$ cat src/rtl/music_pkg.sv
// Shared types and defaults for the song playback path.
package music_pkg;

    localparam int unsigned ADDR_BITS_DEF  = 7;
    localparam int unsigned NOTE_BITS_DEF  = 6;
    localparam int unsigned DUR_BITS_DEF   = 6;
    localparam int unsigned END_MARKER_DUR = 0;
    localparam int unsigned NOTE_REST      = 0;

    typedef enum logic [2:0] {
        ST_IDLE,
        ST_FETCH,
        ST_LOAD,
        ST_WAIT,
        ST_ADVANCE,
        ST_END
    } state_e;

endpackage

$ cat src/rtl/note_sequencer.sv
// Walks the song ROM one {note,duration} word at a time, drives beat_timer and
// the tone generator, and owns play/pause, restart and repeat.
module note_sequencer
    import music_pkg::*;
#(
    parameter int unsigned ADDR_BITS = ADDR_BITS_DEF,
    parameter int unsigned NOTE_BITS = NOTE_BITS_DEF,
    parameter int unsigned DUR_BITS  = DUR_BITS_DEF
) (
    input  logic                          clk,
    input  logic                          rst_n,
    input  logic                          beat_in,
    input  logic                          play_pause,
    input  logic                          restart,
    input  logic                          repeat_en,
    output logic [ADDR_BITS-1:0]          rom_addr,
    input  logic [NOTE_BITS+DUR_BITS-1:0] rom_data,
    output logic                          timer_beat,
    output logic [DUR_BITS-1:0]           duration_to_load,
    output logic                          timer_clear,
    input  logic                          timer_done,
    output logic [NOTE_BITS-1:0]          note_out,
    output logic                          new_note,
    output logic                          playing,
    output logic                          song_done
);

    localparam logic [ADDR_BITS-1:0] ADDR_MAX = '1;

    state_e                 state_q, state_d;
    logic [ADDR_BITS-1:0]   addr_q,  addr_d;
    logic [NOTE_BITS-1:0]   note_q,  note_d;
    logic [DUR_BITS-1:0]    dur_q,   dur_d;
    logic                   playing_q, playing_d;

    logic [NOTE_BITS-1:0]   rom_note;
    logic [DUR_BITS-1:0]    rom_dur;
    logic                   restart_act;

    assign rom_note    = rom_data[NOTE_BITS+DUR_BITS-1 -: NOTE_BITS];
    assign rom_dur     = rom_data[DUR_BITS-1:0];
    assign restart_act = restart && (state_q != ST_IDLE);

    always_ff @(posedge clk or negedge rst_n) begin
        if (!rst_n) begin
            state_q   <= ST_IDLE;
            addr_q    <= '0;
            note_q    <= '0;
            dur_q     <= '0;
            playing_q <= 1'b0;
        end else begin
            state_q   <= state_d;
            addr_q    <= addr_d;
            note_q    <= note_d;
            dur_q     <= dur_d;
            playing_q <= playing_d;
        end
    end

    always_comb begin
        state_d     = state_q;
        addr_d      = addr_q;
        note_d      = note_q;
        dur_d       = dur_q;
        playing_d   = playing_q;
        timer_clear = 1'b0;
        timer_beat  = 1'b0;
        new_note    = 1'b0;
        song_done   = 1'b0;

        if (play_pause) begin
            playing_d = !playing_q;
        end

        unique case (state_q)
            ST_IDLE: begin
                timer_clear = 1'b1;
                if (play_pause) begin
                    state_d = ST_FETCH;
                end
            end
            ST_FETCH: begin
                state_d = ST_LOAD;
            end
            ST_LOAD: begin
                if (rom_dur == DUR_BITS'(END_MARKER_DUR)) begin
                    note_d  = NOTE_BITS'(NOTE_REST);
                    state_d = ST_END;
                end else begin
                    note_d      = rom_note;
                    dur_d       = rom_dur;
                    timer_clear = 1'b1;
                    new_note    = 1'b1;
                    state_d     = ST_WAIT;
                end
            end
            ST_WAIT: begin
                timer_beat = beat_in && playing_q;
                if (timer_done) begin
                    state_d = ST_ADVANCE;
                end
            end
            ST_ADVANCE: begin
                // The last ROM word never wraps back to 0 mid-song.
                if (addr_q == ADDR_MAX) begin
                    note_d  = NOTE_BITS'(NOTE_REST);
                    state_d = ST_END;
                end else begin
                    addr_d  = addr_q + 1'b1;
                    state_d = ST_FETCH;
                end
            end
            ST_END: begin
                song_done = 1'b1;
                addr_d    = '0;
                if (repeat_en) begin
                    state_d = ST_FETCH;
                end else begin
                    playing_d = 1'b0;
                    state_d   = ST_IDLE;
                end
            end
            default: begin
                state_d = ST_IDLE;
            end
        endcase

        // Restart overrides every other transition, including a same-cycle toggle or load.
        if (restart_act) begin
            addr_d      = '0;
            note_d      = note_q;
            dur_d       = dur_q;
            playing_d   = playing_q;
            new_note    = 1'b0;
            timer_clear = 1'b1;
            state_d     = ST_FETCH;
        end
    end

    // Present the freshly fetched note in the same cycle as its strobe.
    assign note_out         = new_note ? rom_note : note_q;
    assign duration_to_load = new_note ? rom_dur  : dur_q;
    assign rom_addr         = addr_q;
    assign playing          = playing_q;

endmodule

$ cat config.mk
export PLATFORM = sky130hd
export DESIGN_NAME = note_sequencer
export DESIGN_NICKNAME = d
export VERILOG_FILES = /design/src/rtl/music_pkg.sv /design/src/rtl/note_sequencer.sv
export SDC_FILE = /design/constraint.sdc
export NUM_CORES = 1
export LEC_CHECK = 0
export BUFFER_PORTS_ARGS = -buffer_cell sky130_fd_sc_hd__buf_4
export CAP_MARGIN = 10
export CORE_UTILIZATION = 35
export DETAILED_ROUTE_END_ITERATION = 12
export GPL_TIMING_DRIVEN = 1
export PLACE_DENSITY = 0.56
export SLEW_MARGIN = 20
export SYNTH_ARGS = -nofsm -noshare
export SYNTH_HDL_FRONTEND = slang
export SYNTH_SLANG_ARGS = --single-unit
export TNS_END_PERCENT = 1
$ cat constraint.sdc
create_clock -name clk -period 2.9 [get_ports clk]
set_clock_uncertainty 0.2 [all_clocks]
set_input_delay 0.58 -clock clk [delete_from_list [all_inputs] [get_ports clk]]
set_output_delay 0.58 -clock clk [all_outputs]
set_load 0.02 [all_outputs]
==> results of run 1 <==
power by group:
part	switching [W]	leakage [nW]	internal [W]	total, W
Combinational	0.000404	0.558	0.000440	0.000844
Clock	0.000102	0.0255	0.0000959	0.000198
Sequential	0.0000683	0.294	0.000426	0.000495
Total	0.000574	0.878	0.000962	0.00154
cells in the mapped netlist:
library cell	instances
nor2b_1	2
and3_4	1
a21oi_1	2
buf_6	3
nand2_1	11
o211ai_1	1
or2_2	1
mux2i_1	3
nor3_1	5
nor2_2	1
buf_4	2
a211o_1	3
nor2_1	12
and2b_1	1
nand2b_1	4
mux2_2	5
nor3b_1	1
nand3_1	6
o31a_1	1
o21ai_0	6
mux2_4	13
inv_1	3
and3_1	4
o21bai_1	1
a21o_1	1
a22o_1	6
nand4_1	1
ha_1	1
a31oi_1	2
dfrtp_1	23
a22oi_1	1
a221o_1	2
a211oi_1	1
nor4_1	1
clkbuf_1	1
o21ai_1	1
a21oi_2	1
o21ba_2	1
layout make-up:
type | count | area (µm²) | share of cell area (%)
sequential | 23 | 575.6 | 31.90
tap | 48 | 60.06 | 3.329
clock inverter | 1 | 5.005 | 0.2774
timing repair buffer | 45 | 340.3 | 18.86
inverter | 3 | 11.26 | 0.6241
clock buffer | 3 | 41.29 | 2.288
multi-input combinational | 103 | 770.7 | 42.72
worst paths after layout:
check                      slack [ps]           to   startpoint
max in group asynchronous        1720   state_q[2]        rst_n
min in group asynchronous         540    note_q[2]        rst_n
min                               300    note_q[0]    note_q[0]
min reg2reg                       300    note_q[0]    note_q[0]
max                               140  note_out[1]   state_q[2]
max reg2reg                       910  rom_addr[2]  rom_addr[0]
critical path, cell delays in order, from the launching register on:
cell and delay [ps]:
dfrtp_1 520, nor2b_1 250, and3_4 460, mux2_4 340
buf_4 160
per-stage QoR:
step / worst slack [ps] / utilization [%]
2_1_floorplan: 586.3 / -
3_3_place_gp: 287.4 / 46.35
3_5_place_dp: 250.5 / 46.35
4_1_cts: 117.6 / 47.84
5_1_grt: 29.99 / 47.84
6_report: 138.1 / 47.84
flip-flops by register name, indices dropped and copies added, names as in the netlist:
signal / flops
dur_q: 6
note_q: 6
playing: 1
state_q: 3
rom_addr: 7
placed cells by master, fill, tap and decap left out, types with 3 or more instances in the layout:
cell type   n
a211o_1     3
a22o_1      6
and3_1      4
buf_4      44
clkbuf_8    3
dfrtp_1    23
inv_1       3
mux2_2      5
mux2_4     13
mux2i_1     3
nand2_1    11
nand2b_1    4
nand3_1     6
nor2_1     12
nor3_1      5
o21ai_0     6
what timing repair did:
action / 4_1_cts / 5_1_grt
setup endpoints to repair: 0 / 0
hold endpoints to repair: 3 / 0
hold buffers: 1 / 0
metal layers:
| layer | routed length [µm] | vias to the layer above |
|---|---|---|
| li1 | - | 583 |
| met1 | 1388 | 537 |
| met2 | 1265 | 42 |
| met3 | 205 | 4 |
| met4 | 31 | 0 |
| met5 | 0 | - |
logic make-up (layout without fill, tap and decap cells):
family | after synthesis | count (layout)
simple gates | 51 | 51
compound gates | 30 | 30
flops | 23 | 23
mux | 21 | 21
buf+inv | 9 | 52
fa+ha+maj | 1 | 1
==> impl_results.md, run 1 <==
* Status: finished, final reports clean
* Leakage at between 0.8 and 0.9 nW
* Max-Slew Margin vs Limit at between 60% and 70%
* Routing usage on met1 at about a fifth
* Finish-stage setup viols at 0
* CTS root buf: clkbuf_8
* Hold Slack at ~300 ps
* # clock sinks at 23
* Layout cell share with drive strength beyond 1 at between 30% and 40%
* Pwr/cell area at 851.4 nW/µm²
* Crit start category: flip-flop
* Core Region at between 3000 and 4000 µm²
* Via count at between 1000 and 1500
* Max-cap viol count at 0
* Reg2Reg Depth at 5
* Post-Synthesis Cells at between 100 and 150
* Gpl congestion at between 0.7 and 0.8
* Worst Tran Pin Value at 481.8 ps
* Crit path time final at between 2000 and 3000 ps
* Num CTS Buffers at 3
* IO Port Bufs at between 40 and 50
* Rows at 22
* Avg Cell Area, Syn at 10.45 µm²
* XOR/XNOR share of the synthesized area at 0%
* Vias in the first global route at approximately 1100
* Post-synth top area cell: dfrtp_1
* Post-Synth Simple-Gate Area at a little under a fifth
* Die height at around 65 µm
* Hold depth at 1
* CTS tree: built
* H-tree Lvls at 1
* FMAX at 0.3621 GHz
* GRT Total Usage at around 14%
* Final Max Slew Viols at 0
* Final ANT Viol Nets at 0
* Seq/Total Area, Yosys at around two fifths
* Mapped Area at 1410 µm²
* Largest net degree at the start of global routing at 26
* ANT cells at 0
* Ys Warns at 0
* Die Wd at approximately 65 µm
* Crit end category: output pin
* Final Hold Violating Endpoints at 0
* Total Wirelength at 2891 µm
* Complex-gate fraction of the synthesized area at ~16%
* Worst path arrival time at roughly 2000 ps
* Min-delay worst type: flip-flop to flip-flop
* Post-DP HPWL at about 2200 µm
* Grt met2 use at 23.20%
* Post-synthesis adder-cell area fraction at 0.8873%
* Tcrit/Tclk final at between 90% and 100%
* Initial Util at a little under two fifths
* Gr busiest metal: met2
* Maximum clock path buffer count at 2
* DRT iter0 DRCs at 50
* GR Overflow Total at 0
* Syn nets at ~160
* Wire length per cell at between 10 and 15 µm
* Setup TNS at 0 ps
* Area Growth Syn to Fin at 27.95%
* Final instance area at approximately 1800 µm²
* Register bit total from synthesis at 23
* Yosys top cell area share at about two fifths
* Ports at 43
* Residual DRC at 0
* Finished Layout Cells at 226
* Setup CP Type: flip-flop to output pin
* Synth area leaders: dfrtp_1 41%, mux2_4 14%, mux2_2 4.0%, a22o_1 3.7%, nor2_1 3.2%
* Met3 Use GR at between 3 and 4%
* Vias per cell at between 5 and 6
* Dpl cells at between 200 and 250
* Crit path max fanout at 25
* Distinct cells, synth at 38
* Max IR drop VDD at roughly 400 µV
* CTS clk-pin slew, worst paths at roughly 90 ps
* Drt pass-1 iters at 4
* Main combinational cell family by area after synthesis: multiplexers
* Worst EP required at around 2100 ps
* Filler Cells Inserted at between 300 and 400
* Initial antenna violation count at 0
* CTS resizes at 0
* Die ar. at between 4000 and 5000 µm²
* Skew-Pair Late Insertion Delay at 270 ps
* Nets at approximately 200
* First-pass GRT wire length at around 4900 µm
* Post-CTS setup buffer count at 0
* Multiplexer share of the synthesized area at 19.96%
* Placed Area at roughly 1700 µm²
* Power Total at about 0.0015 W
* RSZ-0062 raised after global routing: false
No activity file was read; power rests on OpenSTA's default activity.
==> run 2: changes to the inputs <==
clock period = 3.2 ns   (was 2.9 ns; I/O delays follow)
==> run 2 against run 1 <==
Clock power is 8% lower. First-iteration DRC count decreased by 2.0%. Register-to-register slack better by 290 ps. Routed wire length shrank 3.1%. Highest routed layer unchanged. Critical path depth stayed put. Clock-buffer cell count stayed put. Cell area is 1.4% lower. Worst setup slack better by 160 ps.
==> impl_results.md, run 2 (synthesized netlist as in run 1, its figures left out) <==
* IO Port Bufs at 42
* Final instance area at 1779 µm²
* Crit start category: flip-flop
* Status: finished, final reports clean
* Skew-Pair Late Insertion Delay at between 200 and 300 ps
* GR Overflow Total at 0
* RSZ-0062 raised after global routing: false
* Final ANT Viol Nets at 0
* Crit end category: output pin
* DRT iter0 DRCs at 49
* Die ar. at about 4300 µm²
* CTS root buf: clkbuf_8
* Worst path arrival time at 2060 ps
* Most frequent cells in the layout: 42 x buf_4, 23 x dfrtp_1, 13 x mux2_4
* Vias per cell at roughly 5.2
* Total Wirelength at ~2800 µm
* ANT cells at 0
* Max IR drop VDD at about 290 µV
* Worst Tran Pin Value at about 470 ps
* Final Max Slew Viols at 0
* Nets at ~200
* Pwr/cell area at between 700 and 800 nW/µm²
* Worst EP required at ~2400 ps
* Initial antenna violation count at 0
* CTS tree: built
* Gpl congestion at between 0.7 and 0.8
* Initial Util at a little under two fifths
* Grt met2 use at between 20% and 30%
* Area Growth Syn to Fin at 26.18%
* FMAX at roughly 0.35 GHz
* # clock sinks at 23
* Filler Cells Inserted at roughly 360
* Maximum clock path buffer count at 2
* Leakage at between 0.8 and 0.9 nW
* Tcrit/Tclk final at between 90% and 100%
* Commonest non-fill, non-tap cell in the layout: buf_4
* Largest register FFs at 7
* Die height at ~65 µm
* CTS resizes at 0
* GRT Total Usage at approximately 14%
* Routing usage on met1 at about a fifth
* Setup CP Type: flip-flop to output pin
* Met3 Use GR at 3.299%
* Final Hold Violating Endpoints at 0
* Placed Area at ~1700 µm²
* Core Region at around 3800 µm²
* Crit path max fanout at 25
* Ports at 43
* Worst path max stage delay at between 500 and 600 ps
* Vias in the first global route at approximately 1100
* CTS clk-pin slew, worst paths at about 80 ps
* Max-Slew Margin vs Limit at about two thirds
* Max-cap viol count at 0
* Layout cell share with drive strength beyond 1 at around 39%
* Worst path cell trace: nor2b_1 -> and3_4 -> mux2_4 -> buf_4
* Delay-heaviest family, CP: simple AND/OR/NAND/NOR gates
* CP Buf/Inv Count at 1
* Num CTS Buffers at 3
* Rows at 22
* Die Wd at ~65 µm
* Setup TNS at 0 ps
* Via count at ~1200
* Post-DP HPWL at around 2100 µm
* Crit path time final at slightly below 3000 ps
* Drt pass-1 iters at 4
* Finish-stage setup viols at 0
* Post-CTS setup buffer count at 0
* Largest net degree at the start of global routing at 26
* Slowest cell on crit path: dfrtp_1
* Min-delay worst type: input port to async pin
* Wire length per cell at 12.57 µm
* H-tree Lvls at 1
* Gr busiest metal: met2
* Residual DRC at 0
* Post-CTS Hold Buffers at 0
* First-pass GRT wire length at approximately 4800 µm
## run 2: worst paths after layout
kind	slack [ps]	start	end	cells after the start
setup reg to reg	1200	rom_addr[0]	rom_addr[2]	5
setup / recovery	300	state_q[1]	note_out[1]	4
max in group asynchronous	2520	rst_n	state_q[2]	1
min in group clk	300	note_q[0]	note_q[0]	1
hold / removal	50	rst_n	rom_addr[5]	1
hold reg to reg	300	note_q[0]	note_q[0]	1
## run 2: per-stage QoR
stage	utilization (%)	worst slack, ps	power [W]	std cells	hold slack (ps)
floorplan	-	766.3	0.0009929	135	144.4
global placement	45.95	470.3	0.001196	219	283.7
detailed placement	45.95	443.4	0.001206	219	282.1
CTS	47.18	287.1	0.001392	223	60.33
global route	47.18	175.8	0.001473	223	70.63
finish	47.18	302.9	0.001375	223	49.88
## run 2: per-layer routing
metal	wire length, µm	part of all wire (%)
met5	0	0
met4	14	0.50
met3	147	5.2
met2	1230	44
met1	1410	50
## run 2: cell type report
type | instances | area, µm² | share of cell area [%]
clock buffer | 3 | 41.29 | 2.321
clock inverter | 1 | 5.005 | 0.2813
inverter | 3 | 11.26 | 0.6329
multi-input combinational | 103 | 770.7 | 43.32
sequential | 23 | 575.6 | 32.35
tap | 48 | 60.06 | 3.376
timing repair buffer | 42 | 315.3 | 17.72
## run 2: where the power goes
group	total (W)	internal (W)	switching (W)
Clock	0.000182	0.0000870	0.0000947
Combinational	0.000709	0.000384	0.000326
Sequential	0.000484	0.000386	0.0000980
Total	0.00137	0.000856	0.000518
